--- src/rtl/vga_sync_gen_pkg.sv ---
// vga_sync_gen_pkg: shared VGA 640x480@60 timing constants and raster helpers
package vga_sync_gen_pkg;

    localparam int CNT_W = 10;

    localparam int DEF_H_DISPLAY = 640;
    localparam int DEF_H_FRONT   = 16;
    localparam int DEF_H_SYNC    = 96;
    localparam int DEF_H_BACK    = 48;
    localparam int DEF_H_TOTAL   = DEF_H_DISPLAY + DEF_H_FRONT + DEF_H_SYNC + DEF_H_BACK;

    localparam int DEF_V_DISPLAY = 480;
    localparam int DEF_V_FRONT   = 10;
    localparam int DEF_V_SYNC    = 2;
    localparam int DEF_V_BACK    = 33;
    localparam int DEF_V_TOTAL   = DEF_V_DISPLAY + DEF_V_FRONT + DEF_V_SYNC + DEF_V_BACK;

    localparam int   DEF_SYNC_DELAY  = 2;
    localparam logic DEF_SYNC_ACTIVE = 1'b0;

    typedef logic [CNT_W-1:0] cnt_t;

    // Per-pixel raster flags registered alongside the counters.
    typedef struct packed {
        logic de;
        logic line;
        logic frame;
    } raster_flags_t;

    // True when c lies in the inclusive window [lo, hi].
    function automatic logic in_window(input cnt_t c, input cnt_t lo, input cnt_t hi);
        return (c >= lo) && (c <= hi);
    endfunction

endpackage

--- src/rtl/vga_sync_gen_sync_delay_line.sv ---
// sync_delay_line: DEPTH-stage, WIDTH-bit shift register with an async reset value
module sync_delay_line #(
    parameter int               DEPTH   = 2,
    parameter int               WIDTH   = 1,
    parameter logic [WIDTH-1:0] RST_VAL = '0
) (
    input  logic             clk_i,
    input  logic             rst_i,
    input  logic [WIDTH-1:0] d_i,
    output logic [WIDTH-1:0] q_o
);

    logic [DEPTH-1:0][WIDTH-1:0] stage_q, stage_d;

    // Stage 0 takes the input, every later stage takes its predecessor.
    always_comb begin
        stage_d[0] = d_i;
        for (int i = 1; i < DEPTH; i++) stage_d[i] = stage_q[i-1];
    end

    // Every stage parks at RST_VAL while reset is held.
    always_ff @(posedge clk_i or posedge rst_i) begin
        if (rst_i) stage_q <= {DEPTH{RST_VAL}};
        else       stage_q <= stage_d;
    end

    assign q_o = stage_q[DEPTH-1];

endmodule

--- src/rtl/vga_sync_gen.sv ---
// vga_sync_gen: VGA raster counters, display enable, line/frame ticks and delayed sync pins
module vga_sync_gen
    import vga_sync_gen_pkg::*;
#(
    parameter int   H_DISPLAY   = DEF_H_DISPLAY,
    parameter int   H_FRONT     = DEF_H_FRONT,
    parameter int   H_SYNC      = DEF_H_SYNC,
    parameter int   H_BACK      = DEF_H_BACK,
    parameter int   V_DISPLAY   = DEF_V_DISPLAY,
    parameter int   V_FRONT     = DEF_V_FRONT,
    parameter int   V_SYNC      = DEF_V_SYNC,
    parameter int   V_BACK      = DEF_V_BACK,
    parameter int   SYNC_DELAY  = DEF_SYNC_DELAY,
    parameter logic SYNC_ACTIVE = DEF_SYNC_ACTIVE
) (
    input  logic       CLK,
    input  logic       RST,
    output logic [9:0] h_count,
    output logic [9:0] v_count,
    output logic       display_en,
    output logic       line_tick,
    output logic       frame_tick,
    output logic       VGA_HS,
    output logic       VGA_VS
);

    localparam int H_TOTAL = H_DISPLAY + H_FRONT + H_SYNC + H_BACK;
    localparam int V_TOTAL = V_DISPLAY + V_FRONT + V_SYNC + V_BACK;

    localparam cnt_t H_LAST   = cnt_t'(H_TOTAL - 1);
    localparam cnt_t V_LAST   = cnt_t'(V_TOTAL - 1);
    localparam cnt_t H_DISP   = cnt_t'(H_DISPLAY);
    localparam cnt_t V_DISP   = cnt_t'(V_DISPLAY);
    localparam cnt_t HS_FIRST = cnt_t'(H_DISPLAY + H_FRONT);
    localparam cnt_t HS_LAST  = cnt_t'(H_DISPLAY + H_FRONT + H_SYNC - 1);
    localparam cnt_t VS_FIRST = cnt_t'(V_DISPLAY + V_FRONT);
    localparam cnt_t VS_LAST  = cnt_t'(V_DISPLAY + V_FRONT + V_SYNC - 1);

    cnt_t          h_q, h_d, v_q, v_d;
    raster_flags_t flags_q, flags_d;
    logic [1:0]    sync_lvl, sync_pins;

    // Next raster position: h wraps every line, v advances on that wrap and wraps at frame end.
    always_comb begin
        h_d = (h_q == H_LAST) ? '0 : h_q + cnt_t'(1);
        v_d = (h_q != H_LAST) ? v_q : (v_q == V_LAST) ? '0 : v_q + cnt_t'(1);
    end

    // Flags decode the next position so, once registered, they match the registered counts.
    always_comb begin
        flags_d.de    = (h_d < H_DISP) && (v_d < V_DISP);
        flags_d.line  = (h_d == '0);
        flags_d.frame = (h_d == '0) && (v_d == V_DISP);
    end

    // Reset parks at the last position so the first edge after release lands on (0,0).
    always_ff @(posedge CLK or posedge RST) begin
        if (RST) begin
            h_q     <= H_LAST;
            v_q     <= V_LAST;
            flags_q <= '0;
        end else begin
            h_q     <= h_d;
            v_q     <= v_d;
            flags_q <= flags_d;
        end
    end

    // Sync windows from the current counts, already at pin polarity ({vs, hs}).
    always_comb begin
        sync_lvl[0] = in_window(h_q, HS_FIRST, HS_LAST) ? SYNC_ACTIVE : ~SYNC_ACTIVE;
        sync_lvl[1] = in_window(v_q, VS_FIRST, VS_LAST) ? SYNC_ACTIVE : ~SYNC_ACTIVE;
    end

    // Delays sync to match the registered, sprite-RAM-delayed colour path.
    sync_delay_line #(
        .DEPTH   (SYNC_DELAY),
        .WIDTH   (2),
        .RST_VAL ({2{~SYNC_ACTIVE}})
    ) u_sync_delay (
        .clk_i (CLK),
        .rst_i (RST),
        .d_i   (sync_lvl),
        .q_o   (sync_pins)
    );

    assign h_count    = h_q;
    assign v_count    = v_q;
    assign display_en = flags_q.de;
    assign line_tick  = flags_q.line;
    assign frame_tick = flags_q.frame;
    assign VGA_HS     = sync_pins[0];
    assign VGA_VS     = sync_pins[1];

endmodule

--- config.mk ---
export PLATFORM = sky130hd
export DESIGN_NAME = vga_sync_gen
export DESIGN_NICKNAME = d
export VERILOG_FILES = /design/src/rtl/vga_sync_gen_pkg.sv /design/src/rtl/vga_sync_gen_sync_delay_line.sv /design/src/rtl/vga_sync_gen.sv
export SDC_FILE = /design/constraint.sdc
export NUM_CORES = 1
export LEC_CHECK = 0
export CORE_ASPECT_RATIO = 2
export CORE_UTILIZATION = 54
export CTS_BUF_LIST = sky130_fd_sc_hd__clkbuf_2
export DETAILED_ROUTE_END_ITERATION = 10
export PLACE_DENSITY_LB_ADDON = 0.05
export SLEW_MARGIN = 20
export SYNTH_ARGS = -nofsm -noshare
export SYNTH_HDL_FRONTEND = slang
export SYNTH_SLANG_ARGS = --single-unit
--- constraint.sdc ---
create_clock -name CLK -period 2.5 [get_ports CLK]
set_input_delay 0.625 -clock CLK [delete_from_list [all_inputs] [get_ports CLK]]
set_output_delay 0.625 -clock CLK [all_outputs]
set_load 0.01 [all_outputs]
## Word level (Yosys, flattened, before mapping)

Index checks and enable logic that the tools add are counted.

| word-level totals | value |
|---|---|
| register bits | 27 |
| input bits | 2 |

| operators by class | value |
|---|---|
| muxes and demuxes | 5 |
| magnitude comparators | 6 |
| add/subtract/negate cells | 2 |
| reductions and logical operators | 5 |
| eq/ne operators | 4 |

Operators with widths:

| operator | count |
|---|---|
| two-way mux 10 bit | 3 |
| adder 10 x 1 -> 10 bit (second input constant) | 2 |
| == test 10 bit (second input constant) | 2 |
| == test 10 x 9 -> 1 bit (second input constant) | 1 |
| >= comparator 10 bit (second input constant) | 1 |
| >= comparator 10 x 9 -> 1 bit (second input constant) | 1 |
| <= comparator 10 bit (second input constant) | 1 |
| <= comparator 10 x 9 -> 1 bit (second input constant) | 1 |
| logical NOT 10 bit | 1 |
| less-than comparator 10 bit (second input constant) | 1 |
| less-than comparator 10 x 9 -> 1 bit (second input constant) | 1 |
| != test 10 bit (second input constant) | 1 |
| logical AND 1 bit | 4 |
| two-way mux 1 bit | 2 |

## Logic depth before layout (Yosys ltp)

| depth | value |
|---|---|
| depth after elaboration | 5 |
| depth in mapped cells | 7 |

## Hierarchy

From an unflattened synthesis, not the netlist that was laid out.

| unflattened totals | value |
|---|---|
| cell total of the unflattened synthesis | 144 |
| area, all modules | 1,418.9 um^2 |

Modules (own cells, without submodules):

| module | sequential area each (um^2) | cells each | times used | area each (um^2) |
|---|---|---|---|---|
| vga_sync_gen | 588.1 | 139 | 1 | 1,310.0 |
| sync_delay_line | 105.1 | 5 | 1 | 108.9 |

## Worst setup path before layout

Ideal clock, no wire load.

| path | value |
|---|---|
| path type | register to register |
| start | reg h_q[0] (netlist: h_count[0]) |
| end | reg flags_q, in the netlist display_en |
| setup time | 0.094 ns |
| cell stages (with the launch flop) | 7 |
| required time | 2.406 ns |
| arrival time | 1.972 ns |
| path buffers | 0 |
| slack | 0.434 ns |
| cells stage by stage | dfstp_2 -> ha_1 -> nand4_1 -> nor3_4 -> a21oi_2 -> o2111a_1 -> a211oi_1 |

RTL lines:

| item | line | source |
|---|---|---|
| start, declared | vga_sync_gen.sv:39 | `cnt_t h_q, h_d, v_q, v_d;` |
| start signal, assigned | vga_sync_gen.sv:59 | `h_q <= H_LAST;` |
| start signal, assigned | vga_sync_gen.sv:63 | `h_q <= h_d;` |
| end signal, assigned | vga_sync_gen.sv:65 | `flags_q <= flags_d;` |
| end, declared | vga_sync_gen.sv:40 | `raster_flags_t flags_q, flags_d;` |

==> results.toml <==
[drt]
viasPerCell = 6.19
drc = 0
first_pass_iters = 4
drt-total-wl_um = 3780
drt-initial-drc-count = 44
postRouteAntennaNets = 0
route.vias.total = 1318
wl_per_cell_um = 17.8

[power_and_ir_drop]
leakagePower_nw = 0.746
peakVddDrop_uv = 244
powerDensity_nw_per_um2 = 334
power_w = 0.000623

[cts]
clockBufferDepth = 2
cts_tree = "yes"
root_buffer = "clkbuf_2"
cts_sinks = 27
numCtsBuffers = 3
cts_setup_buffers = 0
cts_htree_levels = 1
clk_pin_slew_ns = 0.27
hold_buffers = 0
clock_latency_ns = 0.38
cts-resized-gates = 0

[synth]
synth-seq-cells = 27
synth_cells = 160
syn_area_per_cell_um2 = 9.82
synthArstFlopShare = 1.00
yosysSeqAreaShare = 0.441
syn_nets = 168
synth_cell_types = 47
synth_flop_cell = "dfstp_2"
syn-cell-area_um2 = 1570
yosysWarnings = 0
synth-edff-count = 0

[floorplanning]
die_x_um = 40.1
die_area_um2 = 3140
io_pins = 27
rows = 27
start_util = 0.567
core_area_um2 = 2770
die_h_um = 78.3

[min_path]
hold_class = "reg -> reg"
min-delay-start = "u_sync_delay.stage_d[3]"

[timing]
fin_skew_ns = 0.0272
maxSlewViolCount = 0
post-route-min-period_ns = 2.35
relSlewSlack = 0.700
rsz0062_at_grt = "false"
fin_tns_setup_ns = 0
finalSetupViolCount = 0
fin_crit_sh = 0.941
fmax_mhz = 425
tightest_slew_ns = 0.444
fin_ws_ns = 0.148
finalHoldViolations = 0

[placement]
numPortBuffers = 26
dp_hpwl_um = 2920
gp_congestion = 0.895
pre_cts_slack_ns = 0.199
placed_cell_area_um2 = 1840

[cells_and_area]
nets = 193
final_area_um2 = 1860
layout_commonest_cell = "clkdlybuf4s50_1"
final_cell_mix = "26 x clkdlybuf4s50_1, 14 x dfstp_2, 13 x dfrtp_1"
drive_gt1_frac = 0.147
insertedDiodeCount = 0
syn_to_final_growth_pct = 18.6

[global_routing]
grt_max_degree = 28
use_met3 = 0.0198
grtUsageMet1 = 0.250
antenna_found_initial = 0
grt_first_pass_wirelength_um = 5920
first_global_vias = 1336
grt_use_total = 0.271
busiest_layer = "met2"
grt_use_met2 = 0.518
grt.overflow.total = 0

[critical_path]
cp-end-kind = "register"
reg2reg_from = "h_count[0]"
path_max_fanout = 7
crit_arrival_ns = 2.70
timing.critical_path.from = "h_count[0]"
cp-start-kind = "register"
path_class = "reg -> reg"
required_ns = 2.85

[status]
status = "completed"

[run]
max_cap_viol_count = 0
[worst max-delay path: stages (launching register included)]
cell and delay [ns]:
dfstp_2 0.65, ha_1 0.28, nand4_1 0.35, nor4_4 0.46, o2bb2ai_1 0.17, o2111a_1 0.22, and4_1 0.18
[logic make-up (layout without fill, tap and decap cells)]
| logic type | after synthesis | count (layout) | share of synthesized area |
|---|---|---|---|
| AOI/OAI and AO/OA | 30 | 30 | 0.131 |
| xor gates and xnor gates | 12 | 12 | 0.0669 |
| adders and majority gates | 6 | 6 | 0.0478 |
| buffers and inverters | 18 | 42 | 0.0525 |
| DFF | 27 | 27 | 0.441 |
| and+or+nand+nor | 67 | 67 | 0.261 |
[per-layer routing]
metal | part of all wire | vias up
li1 | - | 627
met1 | 0.37 | 655
met2 | 0.57 | 26
met3 | 0.019 | 10
met4 | 0.036 | 0
met5 | 0 | -
[sequential cells by signal, indices dropped and copies added, names as in the netlist]
name / count
v_count: 10
frame_tick: 1
u_sync_delay.stage_d: 2
display_en: 1
u_sync_delay.q_o: 2
line_tick: 1
h_count: 10
[Yosys cell counts, drive strengths merged, types with 3 or more instances]
master  count  share of area
dfrtp      13           0.21
nor2       12          0.029
a21oi       7          0.025
clkbuf      3         0.0080
xnor2       5          0.028
and3        3          0.012
dfstp      14           0.23
and4        4          0.022
ha          6          0.048
inv         9          0.021
nand2      10          0.024
nor4        4          0.029
nand4       5          0.020
nor3        8          0.033
nand3      11          0.035
buf         6          0.023
o21ai       6          0.019
a31oi       3          0.012
xor2        7          0.039
[power by group]
group	switching, W	internal, W
Clock	0.000135	0.0000371
Sequential	0	0.000439
Combinational	0.00000839	0.00000251
Total	0.000144	0.000479
[worst paths after layout]
kind                                            end  slack [ns]  cells after the start
worst min register to register  u_sync_delay.q_o[1]        0.38                      0
worst max-delay path                     frame_tick        0.15                      6
max in group asynchronous                h_count[1]        1.62                      3
worst min-delay path            u_sync_delay.q_o[1]        0.38                      0
worst max register to register           frame_tick        0.15                      6
min in group asynchronous                frame_tick        0.55                      3
[cell type report]
| type | count | area (µm²) |
|---|---|---|
| inverters | 9 | 33.8 |
| clock inverters | 1 | 7.51 |
| clock buffers | 3 | 15.0 |
| flip-flops and latches | 27 | 693 |
| well taps | 29 | 36.3 |
| repair buffers | 29 | 283 |
| multi-input cells | 115 | 796 |
| fillers | 225 | 906 |
[through the flow]
step	hold slack, ns	utilization	std cells
after CTS	0.380	0.673	213
after global routing	0.383	0.673	213
final	0.376	0.673	213
after global placement	0.346	0.665	209
after detailed placement	0.352	0.665	209
after floorplan	0.345	-	160
No activity file was read; power rests on OpenSTA's default activity.
